$ cat src/rtl/sdm_pkg.sv
// rtl/sdm_pkg.sv - shared sigma-delta chain constants and CIC width helper
package sdm_pkg;

    // Default PCM sample width used between the CIC and the FIR stage
    localparam int PCM_DATA_WIDTH = 16;

    // Modulator bit mapping as 2-bit signed values
    localparam logic signed [1:0] BIT_POS = 2'sb01;
    localparam logic signed [1:0] BIT_NEG = 2'sb11;

    // Register growth of an ORDER-stage, rate 2**log2_dec CIC fed with +/-1 samples
    function automatic int CIC_ACC_WIDTH(input int order, input int log2_dec);
        return 2 + order * log2_dec;
    endfunction

endpackage

$ cat src/rtl/cic_comb_stage.sv
// rtl/cic_comb_stage.sv - one strobed comb stage, differential delay 1
module cic_comb_stage #(
    parameter int WIDTH = 14
) (
    input  logic             clk,
    input  logic             rst,
    input  logic             strobe_in,
    input  logic [WIDTH-1:0] x_in,
    output logic             strobe_out,
    output logic [WIDTH-1:0] y_out
);

    logic [WIDTH-1:0] y_q, y_d;
    logic [WIDTH-1:0] prev_q, prev_d;
    logic             strobe_q, strobe_d;

    // Difference against the previous decimated input, only when our strobe arrives
    always_comb begin
        y_d      = y_q;
        prev_d   = prev_q;
        strobe_d = strobe_in;
        if (strobe_in) begin
            y_d    = x_in - prev_q;
            prev_d = x_in;
        end
    end

    // State registers; the strobe moves on one stage per clock
    always_ff @(posedge clk or posedge rst) begin
        if (rst) begin
            y_q      <= '0;
            prev_q   <= '0;
            strobe_q <= 1'b0;
        end else begin
            y_q      <= y_d;
            prev_q   <= prev_d;
            strobe_q <= strobe_d;
        end
    end

    assign y_out      = y_q;
    assign strobe_out = strobe_q;

endmodule

$ cat src/rtl/cic_decimator.sv
// rtl/cic_decimator.sv - ORDER-stage CIC decimator for the 1-bit modulator stream
module cic_decimator
    import sdm_pkg::*;
#(
    parameter int ORDER      = 3,
    parameter int DECIMATION = 16,
    parameter int LOG2_DEC   = 4,
    parameter int DATA_WIDTH = PCM_DATA_WIDTH
) (
    input  logic                  clk,
    input  logic                  rst,
    input  logic                  valid_in,
    input  logic                  bit_in,
    output logic                  valid_out,
    output logic [DATA_WIDTH-1:0] data_out
);

    localparam int ACC_WIDTH = CIC_ACC_WIDTH(ORDER, LOG2_DEC);
    localparam logic [LOG2_DEC-1:0] CNT_LAST = LOG2_DEC'(DECIMATION - 1);

    logic signed [1:0]     in_bit;
    logic [ACC_WIDTH-1:0]  in_ext;

    logic [ACC_WIDTH-1:0]  integ_q [ORDER];
    logic [ACC_WIDTH-1:0]  integ_d [ORDER];
    logic [LOG2_DEC-1:0]   cnt_q, cnt_d;
    logic [ACC_WIDTH-1:0]  cap_q, cap_d;
    logic                  strobe_q, strobe_d;

    logic [ORDER:0][ACC_WIDTH-1:0] comb_x;
    logic [ORDER:0]                comb_s;

    logic [DATA_WIDTH-1:0] mapped;
    logic [DATA_WIDTH-1:0] data_q, data_d;
    logic                  valid_q, valid_d;

    assign in_bit = bit_in ? BIT_POS : BIT_NEG;
    assign in_ext = {{(ACC_WIDTH-2){in_bit[1]}}, in_bit};

    // Integrator chain, frame counter and decimation capture, all gated by valid_in
    always_comb begin
        for (int k = 0; k < ORDER; k++) begin
            integ_d[k] = integ_q[k];
        end
        cnt_d    = cnt_q;
        cap_d    = cap_q;
        strobe_d = 1'b0;
        if (valid_in) begin
            // Each stage adds the previous stage's registered value: one stage per input
            integ_d[0] = integ_q[0] + in_ext;
            for (int k = 1; k < ORDER; k++) begin
                integ_d[k] = integ_q[k] + integ_q[k-1];
            end
            cnt_d = cnt_q + LOG2_DEC'(1);
            if (cnt_q == CNT_LAST) begin
                cap_d    = integ_d[ORDER-1];
                strobe_d = 1'b1;
            end
        end
    end

    // Integrator-side registers
    always_ff @(posedge clk or posedge rst) begin
        if (rst) begin
            for (int k = 0; k < ORDER; k++) begin
                integ_q[k] <= '0;
            end
            cnt_q    <= '0;
            cap_q    <= '0;
            strobe_q <= 1'b0;
        end else begin
            for (int k = 0; k < ORDER; k++) begin
                integ_q[k] <= integ_d[k];
            end
            cnt_q    <= cnt_d;
            cap_q    <= cap_d;
            strobe_q <= strobe_d;
        end
    end

    assign comb_x[0] = cap_q;
    assign comb_s[0] = strobe_q;

    genvar g;
    generate
        for (g = 0; g < ORDER; g++) begin : g_comb
            cic_comb_stage #(
                .WIDTH(ACC_WIDTH)
            ) u_comb (
                .clk       (clk),
                .rst       (rst),
                .strobe_in (comb_s[g]),
                .x_in      (comb_x[g]),
                .strobe_out(comb_s[g+1]),
                .y_out     (comb_x[g+1])
            );
        end

        // Align the comb result to the PCM word: MSB of the accumulator at the MSB of data_out
        if (ACC_WIDTH <= DATA_WIDTH) begin : g_map_shift
            assign mapped = DATA_WIDTH'(comb_x[ORDER]) << (DATA_WIDTH - ACC_WIDTH);
        end else begin : g_map_trunc
            assign mapped = comb_x[ORDER][ACC_WIDTH-1 -: DATA_WIDTH];
        end
    endgenerate

    // Output register loads on the last comb strobe and holds otherwise
    always_comb begin
        data_d  = data_q;
        valid_d = comb_s[ORDER];
        if (comb_s[ORDER]) begin
            data_d = mapped;
        end
    end

    // Output registers
    always_ff @(posedge clk or posedge rst) begin
        if (rst) begin
            data_q  <= '0;
            valid_q <= 1'b0;
        end else begin
            data_q  <= data_d;
            valid_q <= valid_d;
        end
    end

    assign data_out  = data_q;
    assign valid_out = valid_q;

endmodule

$ cat config.mk
export PLATFORM = sky130hd
export DESIGN_NAME = cic_decimator
export DESIGN_NICKNAME = d
export VERILOG_FILES = /design/src/rtl/sdm_pkg.sv /design/src/rtl/cic_comb_stage.sv /design/src/rtl/cic_decimator.sv
export SDC_FILE = /design/constraint.sdc
export NUM_CORES = 1
export LEC_CHECK = 0
export ABC_AREA = 1
export CORE_UTILIZATION = 45
export CTS_CLUSTER_SIZE = 12
export DETAILED_ROUTE_END_ITERATION = 12
export PLACE_DENSITY_LB_ADDON = 0.1
export SLEW_MARGIN = 20
export SYNTH_ARGS = -nofsm -noshare
export SYNTH_HDL_FRONTEND = slang
export SYNTH_SLANG_ARGS = --single-unit
$ cat constraint.sdc
create_clock -name clk -period 13.9 [get_ports clk]
set_input_delay 2.78 -clock clk [delete_from_list [all_inputs] [get_ports clk]]
set_output_delay 2.78 -clock clk [all_outputs]
set_load 0.02 [all_outputs]
==> impl_results.html <==
<table>
<tr><th>Metric</th><th>Value</th></tr>
<tr><th colspan="2">Run status</th></tr>
<tr><td>Run status</td><td>complete, no violations</td></tr>
<tr><th colspan="2">STA</th></tr>
<tr><td>Setup Skew</td><td>0.009413 ns</td></tr>
<tr><td>Setup repair after global routing missed its margin</td><td>false</td></tr>
<tr><td>Tightest Pin Transition</td><td>0.9031 ns</td></tr>
<tr><td>F_max</td><td>0.2248 GHz</td></tr>
<tr><td>Relative slew margins</td><td>39.79%</td></tr>
<tr><td>Smallest setup slack after layout</td><td>9.451 ns</td></tr>
<tr><td>Max-slew violation total from the final report</td><td>0</td></tr>
<tr><td>Crit share post-route</td><td>32.01%</td></tr>
<tr><td>Hold Violations, Final</td><td>0</td></tr>
<tr><td>Setup TNS</td><td>0 ns</td></tr>
<tr><td>Setup Viol. Count Final</td><td>0</td></tr>
<tr><td>Final critical-path required period</td><td>4.449 ns</td></tr>
<tr><th colspan="2">Finish</th></tr>
<tr><td>Multi-input logic area</td><td>0.005528 mm2</td></tr>
<tr><td>N_diodes</td><td>0</td></tr>
<tr><td>Fraction of layout cells with a size suffix above 1</td><td>4.534%</td></tr>
<tr><td>Final Non-Filler Cells</td><td>1863</td></tr>
<tr><td>Register cell area after layout</td><td>0.004079 mm2</td></tr>
<tr><td>Number of nets in the final layout</td><td>1619</td></tr>
<tr><td>Summed area of non-filler cells in the final layout</td><td>0.01185 mm2</td></tr>
<tr><td>Post-route core utilization</td><td>50.64%</td></tr>
<tr><td>Fillers</td><td>2349</td></tr>
<tr><td>Synth-to-Final Area Change</td><td>10.71%</td></tr>
<tr><th colspan="2">GRT</th></tr>
<tr><td>Total global routing track utilization</td><td>19.64%</td></tr>
<tr><td>Initial antenna violation count</td><td>0</td></tr>
<tr><td>Maximum number of pins on one net before global-route repair</td><td>97</td></tr>
<tr><td>Vias in the first global route</td><td>8043</td></tr>
<tr><td>Global-route wire length before repair</td><td>38.52 mm</td></tr>
<tr><td>Remaining global-route overflow</td><td>0</td></tr>
<tr><th colspan="2">Clock tree</th></tr>
<tr><td>CTS Buf Count</td><td>17</td></tr>
<tr><td>Hold buffer count at cts</td><td>0</td></tr>
<tr><td>Total clock sinks</td><td>163</td></tr>
<tr><td>Post-CTS setup-driven buffer insertion count</td><td>0</td></tr>
<tr><td>Clock-pin transition on the worst setup and hold timing paths</td><td>0.07 ns</td></tr>
<tr><td>CTS resizes</td><td>0</td></tr>
<tr><td>Number of levels the H-tree was split into</td><td>4</td></tr>
<tr><td>Clock tree from TritonCTS</td><td>done</td></tr>
<tr><td>Clock latency on the worst-skew pair</td><td>0.43 ns</td></tr>
<tr><td>Maximum number of buffers from clock root to sink</td><td>2</td></tr>
<tr><td>Cell at the root of the clock tree</td><td>clkbuf_16</td></tr>
<tr><th colspan="2">Setup path</th></tr>
<tr><td>Reg-to-reg startpoint</td><td>g_comb[1].u_comb.y_out[0]</td></tr>
<tr><td>CP Launch Point</td><td>bit_in</td></tr>
<tr><td>Worst reg-to-reg setup slack</td><td>11.95 ns</td></tr>
<tr><td>Crit path buf inv count</td><td>2</td></tr>
<tr><td>Stages on worst setup path</td><td>10</td></tr>
<tr><td>Worst path max stage delay</td><td>0.54 ns</td></tr>
<tr><td>Crit path cell chain</td><td>clkdlybuf4s50_1, inv_1, ha_1, nand2_1, nor2_1, nor2_1, nor2_1, o21ai_1, nand2_1, o21ai_1</td></tr>
<tr><td>Setup CP Type</td><td>input port to register</td></tr>
<tr><td>Critical Path Slowest Stage Cell</td><td>clkdlybuf4s50_1</td></tr>
<tr><td>CP delay by family, top</td><td>buffers and inverters</td></tr>
<tr><td>Arrival time of data at the critical path endpoint</td><td>4.81 ns</td></tr>
<tr><td>Startpoint class of the critical path</td><td>input port</td></tr>
<tr><td>Most frequent cell on the critical path</td><td>nor2_1</td></tr>
<tr><td>Kind of end point of the critical path</td><td>register</td></tr>
<tr><td>Worst Reg-to-Reg Cells</td><td>10</td></tr>
<tr><td>Endpoint of the most critical setup path</td><td>integ_q[36]</td></tr>
<tr><td>Required time of the critical path</td><td>14.26 ns</td></tr>
<tr><td>Worst flop-to-flop path endpoint</td><td>g_comb[2].u_comb.y_out[8]</td></tr>
<tr><td>Top fanout value on the critical path</td><td>12</td></tr>
<tr><th colspan="2">Detailed routing</th></tr>
<tr><td>Number of nets still failing antenna checks after routing</td><td>0</td></tr>
<tr><td>Routed via count</td><td>8670</td></tr>
<tr><td>DRT Pass-1 Iters</td><td>5</td></tr>
<tr><td>Via-to-Cell Ratio</td><td>4.654</td></tr>
<tr><td>Final wirelength</td><td>22.68 mm</td></tr>
<tr><td>DRC violations left</td><td>0</td></tr>
<tr><td>Number of DRC markers in iteration 0</td><td>365</td></tr>
<tr><td>Drt wl/cell</td><td>12.17 um</td></tr>
<tr><th colspan="2">Yosys</th></tr>
<tr><td>Async SR Flop Fraction</td><td>100.0%</td></tr>
<tr><td>Count of unique library cells instantiated by Yosys</td><td>29</td></tr>
<tr><td>Sequential area share after synthesis</td><td>38.11%</td></tr>
<tr><td>Warnings, synthesis</td><td>0</td></tr>
<tr><td>Count of flip-flops with a built-in enable after synthesis</td><td>0</td></tr>
<tr><td>Dominant cell type by area after synthesis</td><td>dfrtp_1</td></tr>
<tr><td>Post-synthesis instance total</td><td>1519</td></tr>
<tr><td>Most used DFF post-synth</td><td>dfrtp_1</td></tr>
<tr><td>Portion of synthesized cell area occupied by the leading cell type</td><td>38.11%</td></tr>
<tr><td>Post-synthesis sequential element count</td><td>163</td></tr>
<tr><td>Mean Syn Cell Area</td><td>7.047 um2</td></tr>
<tr><td>Most used standard cells in the synthesized netlist</td><td>588 x nand2_1, 253 x inv_1, 163 x dfrtp_1</td></tr>
<tr><td>Largest cells by area after synthesis</td><td>dfrtp_1 38%, nand2_1 21%, ha_1 9.1%</td></tr>
<tr><td>Post-synthesis instance area</td><td>0.01070 mm2</td></tr>
<tr><td>Most common cell in the netlist</td><td>nand2_1</td></tr>
<tr><th colspan="2">Floorplan</th></tr>
<tr><td>Die Outline Area</td><td>0.02441 mm2</td></tr>
<tr><td>Height of the die</td><td>156.2 um</td></tr>
<tr><td>Initial Util</td><td>45.74%</td></tr>
<tr><td>Core Area</td><td>0.02340 mm2</td></tr>
<tr><td>Ports placed on the boundary</td><td>21</td></tr>
<tr><td>X dimension of the die</td><td>156.2 um</td></tr>
<tr><td>Core Rows</td><td>56</td></tr>
<tr><th colspan="2">Placed design</th></tr>
<tr><td>Routability Congestion</td><td>0.8284</td></tr>
<tr><td>Worst slack, placed</td><td>8.981 ns</td></tr>
<tr><td># port buffers</td><td>18</td></tr>
<tr><td>HPWL after detailed placement</td><td>16.99 mm</td></tr>
<tr><td>Total instance count after detailed placement</td><td>1831</td></tr>
<tr><td>Cell area reported after detailed placement</td><td>0.01119 mm2</td></tr>
<tr><th colspan="2">Power</th></tr>
<tr><td>P per Cell Area</td><td>276.3 mW/mm2</td></tr>
<tr><td>Switching power</td><td>0.001570 W</td></tr>
<tr><td>Combinational power share</td><td>59.7%</td></tr>
<tr><td>Reg power frac</td><td>24.2%</td></tr>
<tr><td>Net switching fraction of the power</td><td>47.95%</td></tr>
<tr><td>Max IR drop VDD</td><td>0.1307 mV</td></tr>
<tr><td>Leakage</td><td>6.569 nW</td></tr>
<tr><td>Int Pwr</td><td>0.001704 W</td></tr>
<tr><td>Portion of total power attributed to the clock network</td><td>16.1%</td></tr>
<tr><th colspan="2">Run</th></tr>
<tr><td>Maximum capacitance violations</td><td>0</td></tr>
<tr><th colspan="2">Worst hold path</th></tr>
<tr><td>Path type of the worst min-delay path</td><td>register to register</td></tr>
<tr><td>Worst hold path cell count</td><td>2</td></tr>
</table>
-- how the worst min path moves through the flow --
stage	from	endpoint	slack, ns
floorplan	strobe_q	g_comb[0].u_comb.strobe_out	0.35
global placement	g_comb[2].u_comb.y_out[1]	g_comb[2].u_comb.y_out[1]	0.46
detailed placement	g_comb[2].u_comb.y_out[1]	g_comb[2].u_comb.y_out[1]	0.46
CTS	g_comb[2].u_comb.y_out[1]	g_comb[2].u_comb.y_out[1]	0.48
global route	g_comb[2].u_comb.y_out[9]	g_comb[2].u_comb.y_out[9]	0.51
finish	g_comb[2].u_comb.y_out[1]	g_comb[2].u_comb.y_out[1]	0.47
-- layout by cell type, fill, tap and decap left out, types with 3 or more instances in the layout --
cell / instances
inv_1: 252
nor2_1: 73
mux2_2: 14
buf_4: 6
fa_1: 6
bufinv_16: 4
o21ai_0: 74
clkdlybuf4s50_1: 18
ha_1: 78
a21oi_1: 38
dfrtp_1: 163
nand3_1: 98
inv_8: 3
xnor2_1: 28
nand3b_1: 7
xor2_1: 10
nand4_1: 20
nand2_2: 4
or2_2: 3
nand2_1: 588
inv_6: 4
clkbuf_16: 17
o21ai_1: 14
nand3_2: 7
-- worst min-delay path, stage by stage (launching register included) --
cell     delay [ns]
dfrtp_1        0.34
nand2_1        0.05
nand2_1        0.05
-- logic make-up (layout without fill, tap and decap cells) --
family	count (synthesis)	count (layout)	synth area share, %
other cells	1	2	0.03503
buf+inv	287	311	10.29
flops	163	163	38.11
mux	14	14	1.473
fa+ha+maj	84	84	10.24
simple gates	805	805	30.80
xor+xnor	38	38	3.109
compound gates	127	127	5.950
-- per-stage QoR --
stage | hold WS [ns] | power, W
after CTS | 0.4774 | 0.003311
after floorplan | 0.3519 | 0.002343
after detailed placement | 0.4595 | 0.002767
after global placement | 0.4626 | 0.002748
final | 0.4749 | 0.003274
after global routing | 0.5109 | 0.003661
-- power by group through the flow --
| stage | logic, W | clock network, W | registers [W] |
|---|---|---|---|
| global placement | 0.00195 | 0 | 0.000802 |
| global route | 0.00229 | 0.000558 | 0.000818 |
| CTS | 0.00197 | 0.000540 | 0.000799 |
| floorplan | 0.00158 | 0 | 0.000760 |
| detailed placement | 0.00196 | 0 | 0.000804 |
| finish | 0.00196 | 0.000526 | 0.000793 |
-- metal layers --
metal	vias up	GRT usage, %	part of all wire [%]
met5	-	0	0
met1	3885	27.14	52
li1	4726	-	-
met4	0	4.669	0.84
met2	46	32.57	46
met3	13	2.575	1.7
-- registers in the layout, summed over array words and instances (netlist names) --
name / flops
integ_q: 42
cap_q: 14
strobe_q: 1
g_comb.u_comb.strobe_out: 3
g_comb.u_comb.y_out: 42
g_comb.u_comb.prev_q: 42
cnt_q: 4
data_out: 14
valid_out: 1
-- layout make-up --
type,instances,area share [%]
clock inverter,13,1.806
multi-input combinational,1070,46.65
sequential,163,34.42
clock buffer,19,3.738
tap,319,3.368
timing repair buffer,24,1.901
inverter,255,8.120
(Power assumes the default switching activity.)
